**config.mk**
```make
export PLATFORM = sky130hd
export DESIGN_NAME = jtag_master_seq_flat
export DESIGN_NICKNAME = d
export VERILOG_FILES = /design/src/rtl/jtag_master_pkg.sv /design/src/rtl/jtag_master_seq_if.sv /design/src/rtl/jtag_tck_gen.sv /design/src/rtl/jtag_master_seq.sv /design/src/flat_wrapper.sv
export SDC_FILE = /design/constraint.sdc
export NUM_CORES = 1
export LEC_CHECK = 0
export ABC_AREA = 0
export CAP_MARGIN = 15
export CELL_PAD_IN_SITES_DETAIL_PLACEMENT = 1
export CELL_PAD_IN_SITES_GLOBAL_PLACEMENT = 1
export CORE_MARGIN = 3
export CORE_UTILIZATION = 44
export DETAILED_ROUTE_END_ITERATION = 8
export MAX_ROUTING_LAYER = met4
export PLACE_DENSITY = 0.95
export SYNTH_ARGS = -nofsm -noshare
export SYNTH_HDL_FRONTEND = slang
export SYNTH_HIERARCHICAL = 1
export SYNTH_SLANG_ARGS = --single-unit
```
**constraint.sdc**
```tcl
create_clock -name CLK40 -period 9.4 [get_ports CLK40]
set_input_delay 1.88 -clock CLK40 [delete_from_list [all_inputs] [get_ports CLK40]]
set_output_delay 1.88 -clock CLK40 [all_outputs]
set_load 0.005 [all_outputs]
```
**src/rtl/jtag_master_pkg.sv**
```systemverilog
// Shared definitions for the JTAG master sequencer: command encodings,
// fixed TMS patterns (bit 0 is driven first) and the sequencer state set.
package jtag_master_pkg;

    typedef enum logic [1:0] {
        CMD_TAP_RESET = 2'b00,
        CMD_SHIFT_IR  = 2'b01,
        CMD_SHIFT_DR  = 2'b10,
        CMD_RUN_IDLE  = 2'b11
    } cmd_type_e;

    typedef enum logic [2:0] {
        IDLE, RSTSEQ, HDR, SHIFT, TRL, RUN, DONE
    } state_e;

    // Five TMS=1 clocks reach Test-Logic-Reset from anywhere, then park in Run-Test/Idle
    localparam logic [7:0] TMS_RESET_PAT  = 8'b0011_1111;
    localparam logic [3:0] TMS_HDR_IR_PAT = 4'b0011;
    localparam logic [3:0] TMS_HDR_DR_PAT = 4'b0010;
    localparam logic [2:0] TMS_TRL_PAT    = 3'b001;

    function automatic logic hdr_tms(input cmd_type_e t, input logic [1:0] idx);
        return (t == CMD_SHIFT_IR) ? TMS_HDR_IR_PAT[idx] : TMS_HDR_DR_PAT[idx];
    endfunction

endpackage

```
**src/rtl/jtag_master_seq_if.sv**
```systemverilog
// Command/response handshake between a host and the JTAG master sequencer.
interface jtag_master_seq_if;
    logic        CMD_VALID;
    logic        CMD_RDY;
    logic [1:0]  CMD_TYPE;
    logic [4:0]  CMD_LEN;
    logic [31:0] CMD_DATA;
    logic        RSP_VALID;
    logic [31:0] RSP_DATA;
    logic        RSP_ERR;

    modport master (output CMD_VALID, CMD_TYPE, CMD_LEN, CMD_DATA,
                    input  CMD_RDY, RSP_VALID, RSP_DATA, RSP_ERR);
    modport slave  (input  CMD_VALID, CMD_TYPE, CMD_LEN, CMD_DATA,
                    output CMD_RDY, RSP_VALID, RSP_DATA, RSP_ERR);
endinterface

```
**src/rtl/jtag_tck_gen.sv**
```systemverilog
// TCK divider: TCK_DIV clock cycles per half period, low half first, with
// strobes marking the clock edge on which TCK rises and on which it falls.
module jtag_tck_gen #(
    parameter int unsigned TCK_DIV = 2
) (
    input  logic clk,
    input  logic rst,
    input  logic en,
    output logic tck,
    output logic rise,
    output logic fall
);
    logic [7:0] div_cnt;
    logic       half_end;

    assign half_end = en && (div_cnt == 8'(TCK_DIV - 1));
    assign rise     = half_end && !tck;
    assign fall     = half_end && tck;

    // Dropping en parks TCK low with the divider cleared, so every command starts aligned
    always_ff @(posedge clk or posedge rst) begin
        if (rst) begin
            div_cnt <= '0;
            tck     <= 1'b0;
        end else if (!en) begin
            div_cnt <= '0;
            tck     <= 1'b0;
        end else if (half_end) begin
            div_cnt <= '0;
            tck     <= ~tck;
        end else begin
            div_cnt <= div_cnt + 8'd1;
        end
    end
endmodule

```
**src/rtl/jtag_master_seq.sv**
```systemverilog
// JTAG master sequencer: runs TAP reset, IR/DR scans and run-idle clocking
// from single commands, returning captured TDO with a one-cycle response.
module jtag_master_seq
    import jtag_master_pkg::*;
#(
    parameter int unsigned TCK_DIV = 2
) (
    input  logic                CLK40,
    input  logic                RST,
    jtag_master_seq_if.slave    bus,
    output logic                TCK,
    output logic                TMS,
    output logic                TDI,
    input  logic                TDO,
    output logic                BUSY
);
    state_e      state, state_d;
    logic [4:0]  bit_cnt, bit_d;
    cmd_type_e   typ, typ_d;
    logic [4:0]  len, len_d;
    logic [31:0] data, data_d;
    logic [31:0] rsp_sh;
    logic        tap_sync, err_flag;
    logic        tms_d, tdi_d;
    logic        accept, tck_en, tck_rise, tck_fall;

    assign accept = bus.CMD_VALID && bus.CMD_RDY;
    assign BUSY   = (state != IDLE);
    assign tck_en = (state != IDLE) && (state != DONE);

    jtag_tck_gen #(.TCK_DIV(TCK_DIV)) u_tck_gen (
        .clk  (CLK40),
        .rst  (RST),
        .en   (tck_en),
        .tck  (TCK),
        .rise (tck_rise),
        .fall (tck_fall)
    );

    always_comb begin
        state_d = state;
        bit_d   = bit_cnt;
        typ_d   = typ;
        len_d   = len;
        data_d  = data;
        tms_d   = TMS;
        tdi_d   = 1'b0;
        unique case (state)
            IDLE: if (accept) begin
                typ_d  = cmd_type_e'(bus.CMD_TYPE);
                len_d  = bus.CMD_LEN;
                data_d = bus.CMD_DATA;
                bit_d  = '0;
                if (typ_d == CMD_TAP_RESET)     state_d = RSTSEQ;
                else if (typ_d == CMD_RUN_IDLE) state_d = RUN;
                else                            state_d = HDR;
            end
            RSTSEQ: if (tck_fall) begin
                if (bit_cnt == 5'd7) state_d = DONE;
                else                 bit_d   = bit_cnt + 5'd1;
            end
            HDR: if (tck_fall) begin
                if (bit_cnt == 5'd3) begin
                    state_d = SHIFT;
                    bit_d   = '0;
                end else begin
                    bit_d = bit_cnt + 5'd1;
                end
            end
            SHIFT: if (tck_fall) begin
                if (bit_cnt == len) begin
                    state_d = TRL;
                    bit_d   = '0;
                end else begin
                    bit_d = bit_cnt + 5'd1;
                end
            end
            TRL: if (tck_fall) begin
                if (bit_cnt == 5'd2) state_d = DONE;
                else                 bit_d   = bit_cnt + 5'd1;
            end
            RUN: if (tck_fall) begin
                if (bit_cnt == len) state_d = DONE;
                else                bit_d   = bit_cnt + 5'd1;
            end
            DONE: begin
                state_d = IDLE;
                bit_d   = '0;
            end
            default: state_d = IDLE;
        endcase

        // Pins follow the bit about to start, so they change on the same edge TCK falls
        unique case (state_d)
            RSTSEQ: tms_d = TMS_RESET_PAT[bit_d[2:0]];
            HDR:    tms_d = hdr_tms(typ_d, bit_d[1:0]);
            SHIFT: begin
                tms_d = (bit_d == len_d);
                tdi_d = data_d[bit_d];
            end
            TRL:    tms_d = TMS_TRL_PAT[bit_d[1:0]];
            RUN:    tms_d = 1'b0;
            default: ;
        endcase
    end

    always_ff @(posedge CLK40 or posedge RST) begin
        if (RST) begin
            state         <= IDLE;
            bit_cnt       <= '0;
            TMS           <= 1'b1;
            TDI           <= 1'b0;
            bus.CMD_RDY   <= 1'b0;
            bus.RSP_VALID <= 1'b0;
            bus.RSP_ERR   <= 1'b0;
            bus.RSP_DATA  <= '0;
            tap_sync      <= 1'b0;
            err_flag      <= 1'b0;
        end else begin
            state         <= state_d;
            bit_cnt       <= bit_d;
            TMS           <= tms_d;
            TDI           <= tdi_d;
            // Ready drops on the accept edge itself so a held CMD_VALID cannot double-issue
            bus.CMD_RDY   <= (state == IDLE) && !accept;
            bus.RSP_VALID <= (state == DONE);
            bus.RSP_ERR   <= (state == DONE) && err_flag;
            if (state == DONE)
                bus.RSP_DATA <= rsp_sh;
            if (accept)
                err_flag <= (bus.CMD_TYPE != CMD_TAP_RESET) && !tap_sync;
            if (state == RSTSEQ && state_d == DONE)
                tap_sync <= 1'b1;
        end
    end

    always_ff @(posedge CLK40) begin
        typ  <= typ_d;
        len  <= len_d;
        data <= data_d;
        if (accept)
            rsp_sh <= '0;
        else if (state == SHIFT && tck_rise)
            rsp_sh[bit_cnt] <= TDO;
    end
endmodule

```
**src/flat_wrapper.sv**
```systemverilog
// flat-port wrapper written by rule: the top's interface ports become plain ports
module jtag_master_seq_flat import jtag_master_pkg::*;
#(
    parameter int unsigned TCK_DIV = 2
)
  (CLK40, RST, TCK, TMS, TDI, TDO, BUSY, bus_CMD_VALID, bus_CMD_TYPE, bus_CMD_LEN, bus_CMD_DATA, bus_CMD_RDY, bus_RSP_VALID, bus_RSP_DATA, bus_RSP_ERR);
  jtag_master_seq_if bus_i ();
  input  logic CLK40;
  input  logic RST;
  output logic TCK;
  output logic TMS;
  output logic TDI;
  input  logic TDO;
  output logic BUSY;
  input wire logic [$bits(bus_i.CMD_VALID)-1:0] bus_CMD_VALID;
  input wire logic [$bits(bus_i.CMD_TYPE)-1:0] bus_CMD_TYPE;
  input wire logic [$bits(bus_i.CMD_LEN)-1:0] bus_CMD_LEN;
  input wire logic [$bits(bus_i.CMD_DATA)-1:0] bus_CMD_DATA;
  output wire logic [$bits(bus_i.CMD_RDY)-1:0] bus_CMD_RDY;
  output wire logic [$bits(bus_i.RSP_VALID)-1:0] bus_RSP_VALID;
  output wire logic [$bits(bus_i.RSP_DATA)-1:0] bus_RSP_DATA;
  output wire logic [$bits(bus_i.RSP_ERR)-1:0] bus_RSP_ERR;
  assign bus_i.CMD_VALID = bus_CMD_VALID;
  assign bus_i.CMD_TYPE = bus_CMD_TYPE;
  assign bus_i.CMD_LEN = bus_CMD_LEN;
  assign bus_i.CMD_DATA = bus_CMD_DATA;
  assign bus_CMD_RDY = bus_i.CMD_RDY;
  assign bus_RSP_VALID = bus_i.RSP_VALID;
  assign bus_RSP_DATA = bus_i.RSP_DATA;
  assign bus_RSP_ERR = bus_i.RSP_ERR;
  jtag_master_seq #(.TCK_DIV(TCK_DIV)) u_core (.CLK40(CLK40), .RST(RST), .bus(bus_i), .TCK(TCK), .TMS(TMS), .TDI(TDI), .TDO(TDO), .BUSY(BUSY));
endmodule
```
==> flow_summary.ini <==
[logic_synthesis]
yosysWarnings = 6
yosys.cell_types.count = 78
async_flop_share = 0.441
postSynthAreaPerCell_um2 = 7.85
synth-main-ff-cell = dfxtp_1
syn_area_um2 = 6150
ys_ff_latch = 127
syn_inst = 783
synth_edf_count = 0
yosysSeqAreaShare = 0.459
syn_nets = 835

[critical_path]
startpoint = u_core/state[0]
worst-path-buf-inv = 5
r2r-start = u_core/state[0]
critPathLaunchType = flip-flop
crit_chain = nand3b_1 -> buf_8 -> clkinv_1 -> nor2_1 -> inv_1 -> nor4_2 -> buf_4 -> nor2b_1 -> o22ai_1 -> a2111oi_1 -> o21ai_2 -> nand2_4 -> inv_4 -> a2111oi_0 -> a311oi_1 -> a22oi_1 -> a211oi_1
crit_fanout = 35
critical_path_class = reg2reg
cp_data_required_time_ps = 9700
critPathMaxStageDelay_ps = 850
worstSetupEndpointType = flip-flop
cp.arrival_ps = 6460
path_delay_family = compound AO/OA/AOI/OAI gates
crit_slowest_cell = dfrtp_1

[global_route]
grt_pass1_vias = 6142
grt_usage = 0.253
grt_max_degree = 49
grt.overflow.total = 0
grt_pass1_wl_mm = 31.0
antenna_found_initial = 0

[timing]
setup_viol = 0
tns_ps = 0
slew_headroom = 0.195
timing.fmax_mhz = 162
post-route-period-util = 0.656
drv_slew = 0
skew_ps = 9.75
tightestPinTransition_ps = 1200
finalHoldViolations = 0
rsz0062_at_grt = false
period_minus_slack_ps = 6160

[place]
dp_hpwl_mm = 12.4
numPortBuffers = 81
place.gp.congestion = 0.878

[run]
maxCapViolCount = 0

[outcome]
status = finished clean

[power_and_ir_drop]
total_power_uw = 1200
ir_worst_vdd_mv = 0.105
power_density_nw_per_um2 = 158
power_leakage_uw = 0.00332

[floorplan]
die_x_um = 124
fp.dieH_um = 124
rows = 42
io_pins = 82
die_area_um2 = 15400
start_util = 0.457
core_area_um2 = 13500

[layout]
filler_cell_count = 1636
drive_gt1_frac = 0.0638
antenna_cells = 0
layout.nets = 886
area_growth_pct = 23.4

[clocking]
cts_hold_buf = 0
cts_buffers = 17
clk_pin_slew_ps = 50
ctsResizeCount = 0
cts_tree = built
cts_sinks = 127
cts_setup_buffers = 0
htreeDepth = 4
root_buffer = clkbuf_16
clk_path_buf_depth = 2
insertion_delay_ps = 430

[drt]
wl_per_cell_um = 18.8
first_pass_iters = 7
wirelength_mm = 19.2
remaining_drc_errors = 0
antenna_left = 0
routed_via_density = 5.75
drt_iter0_drc = 366
vias = 5884

[min_path]
worstHoldStart = u_core/rsp_sh[19]
hold_class = reg2reg
worst reg2reg max path, cell delays in order, from the launching register on:
cell	delay [ps]
dfrtp_1	850
nand3b_1	460
buf_8	260
clkinv_1	820
nor2_1	390
inv_1	140
nor4_2	280
buf_4	260
nor2b_1	250
o22ai_1	130
a2111oi_1	610
o21ai_2	290
nand2_4	220
inv_4	90
a2111oi_0	490
a311oi_1	140
a22oi_1	250
a211oi_1	110
per-stage QoR:
stage               setup WS, ps  hold WS, ps   util  instances  area (um2)
floorplan                   5070          410      -        783        6150
global placement            3250          422  0.519        988        6990
detailed placement          2710          430  0.519        988        6990
CTS                         2560          436  0.560       1020        7530
global route                2600          463  0.564       1023        7590
finish                      3240          437  0.564       1023        7590
Yosys cell counts, drive strengths merged, types with 5 or more instances:
cell       n  area [um2]
nand3     43         215
or3        7        43.8
clkbuf    43         163
o311ai     5        43.8
dfxtp     71        1420
nor2      24        90.1
a2111oi    5        46.3
nand2    295        1110
ha         9         113
o21ai     20         104
xor2       6        52.6
inv       21        83.8
xnor2      7        61.3
nor3       5        30.0
a211oi     6        45.0
nor4       7        43.8
buf       12        62.6
dfrtp     55        1380
and2      11        68.8
a31oi      6        37.5
a21oi     43         215
worst paths after layout:
path,endpoint,cells after the start,slack [ps]
max in group asynchronous,u_core/bus.RSP_DATA[31],3,7110
hold / removal,u_core/bus.RSP_DATA[19],2,440
setup reg to reg,u_core/TDI,17,3240
setup / recovery,u_core/TDI,17,3240
min in group asynchronous,u_core/bit_cnt[3],2,1780
hold reg to reg,u_core/bus.RSP_DATA[19],2,440
where the power goes:
group | switching (uW) | leakage [uW] | internal (uW) | total [uW]
sequential | 4.76 | 0.00133 | 550 | 555
clock | 234 | 0.000271 | 372 | 606
combinational | 15.6 | 0.00172 | 20.8 | 36.4
total | 254 | 0.00332 | 943 | 1200
layout make-up:
cell class | instances | area (um2) | area share
multi-input combinational | 579 | 3020 | 0.398
sequential | 127 | 2820 | 0.372
timing repair buffer | 87 | 896 | 0.118
clock buffer | 27 | 514 | 0.0677
tap | 176 | 220 | 0.0290
inverter | 22 | 87.6 | 0.0115
clock inverter | 5 | 27.5 | 0.00363
cell families after synthesis:
group	synth area share
AOI/OAI and AO/OA	0.152
xor gates and xnor gates	0.0185
muxes	0.00509
adders and majority gates	0.0183
DFF	0.459
buffers and inverters	0.0509
and+or+nand+nor	0.296
routing by layer:
layer	vias to the layer above	global-route usage	share of wire
met5	-	-	0
met4	0	0.0967	0.025
met3	50	0.0558	0.044
met2	197	0.439	0.52
met1	2888	0.284	0.41
li1	2749	-	-
flip-flops by register name, indices dropped and copies added (netlist names):
| register | cells |
|---|---|
| u_core/bus.RSP_DATA | 32 |
| u_core/data | 32 |
| u_core/rsp_sh | 32 |
| u_core/u_tck_gen/div_cnt | 8 |
| u_core/bit_cnt | 5 |
| u_core/len | 5 |
| u_core/state | 3 |
| u_core/typ | 2 |
| u_core/TDI | 1 |
| u_core/TMS | 1 |
| u_core/bus.CMD_RDY | 1 |
| u_core/bus.RSP_ERR | 1 |
| u_core/bus.RSP_VALID | 1 |
| u_core/err_flag | 1 |
| u_core/tap_sync | 1 |
| u_core/u_tck_gen/tck | 1 |
cells in the final DEF, fill, tap and decap left out, drive strengths merged, types with 5 or more instances in the layout:
| master | Yosys | final |
|---|---|---|
| dfxtp | 71 | 71 |
| a2111oi | 5 | 5 |
| dfrtp | 55 | 55 |
| inv | 21 | 23 |
| ha | 9 | 9 |
| nand3 | 43 | 43 |
| buf | 12 | 6 |
| xnor2 | 7 | 7 |
| a211oi | 6 | 6 |
| a31oi | 6 | 6 |
| and2 | 11 | 11 |
| clkbuf | 43 | 27 |
| o21ai | 20 | 20 |
| nor3 | 5 | 5 |
| nor4 | 7 | 7 |
| clkdlybuf4s50 | 0 | 81 |
| o311ai | 5 | 5 |
| nand2 | 295 | 295 |
| nor2 | 24 | 24 |
| or3 | 7 | 7 |
| a21oi | 43 | 43 |
| xor2 | 6 | 6 |
Power figures use the tool's default switching activity.
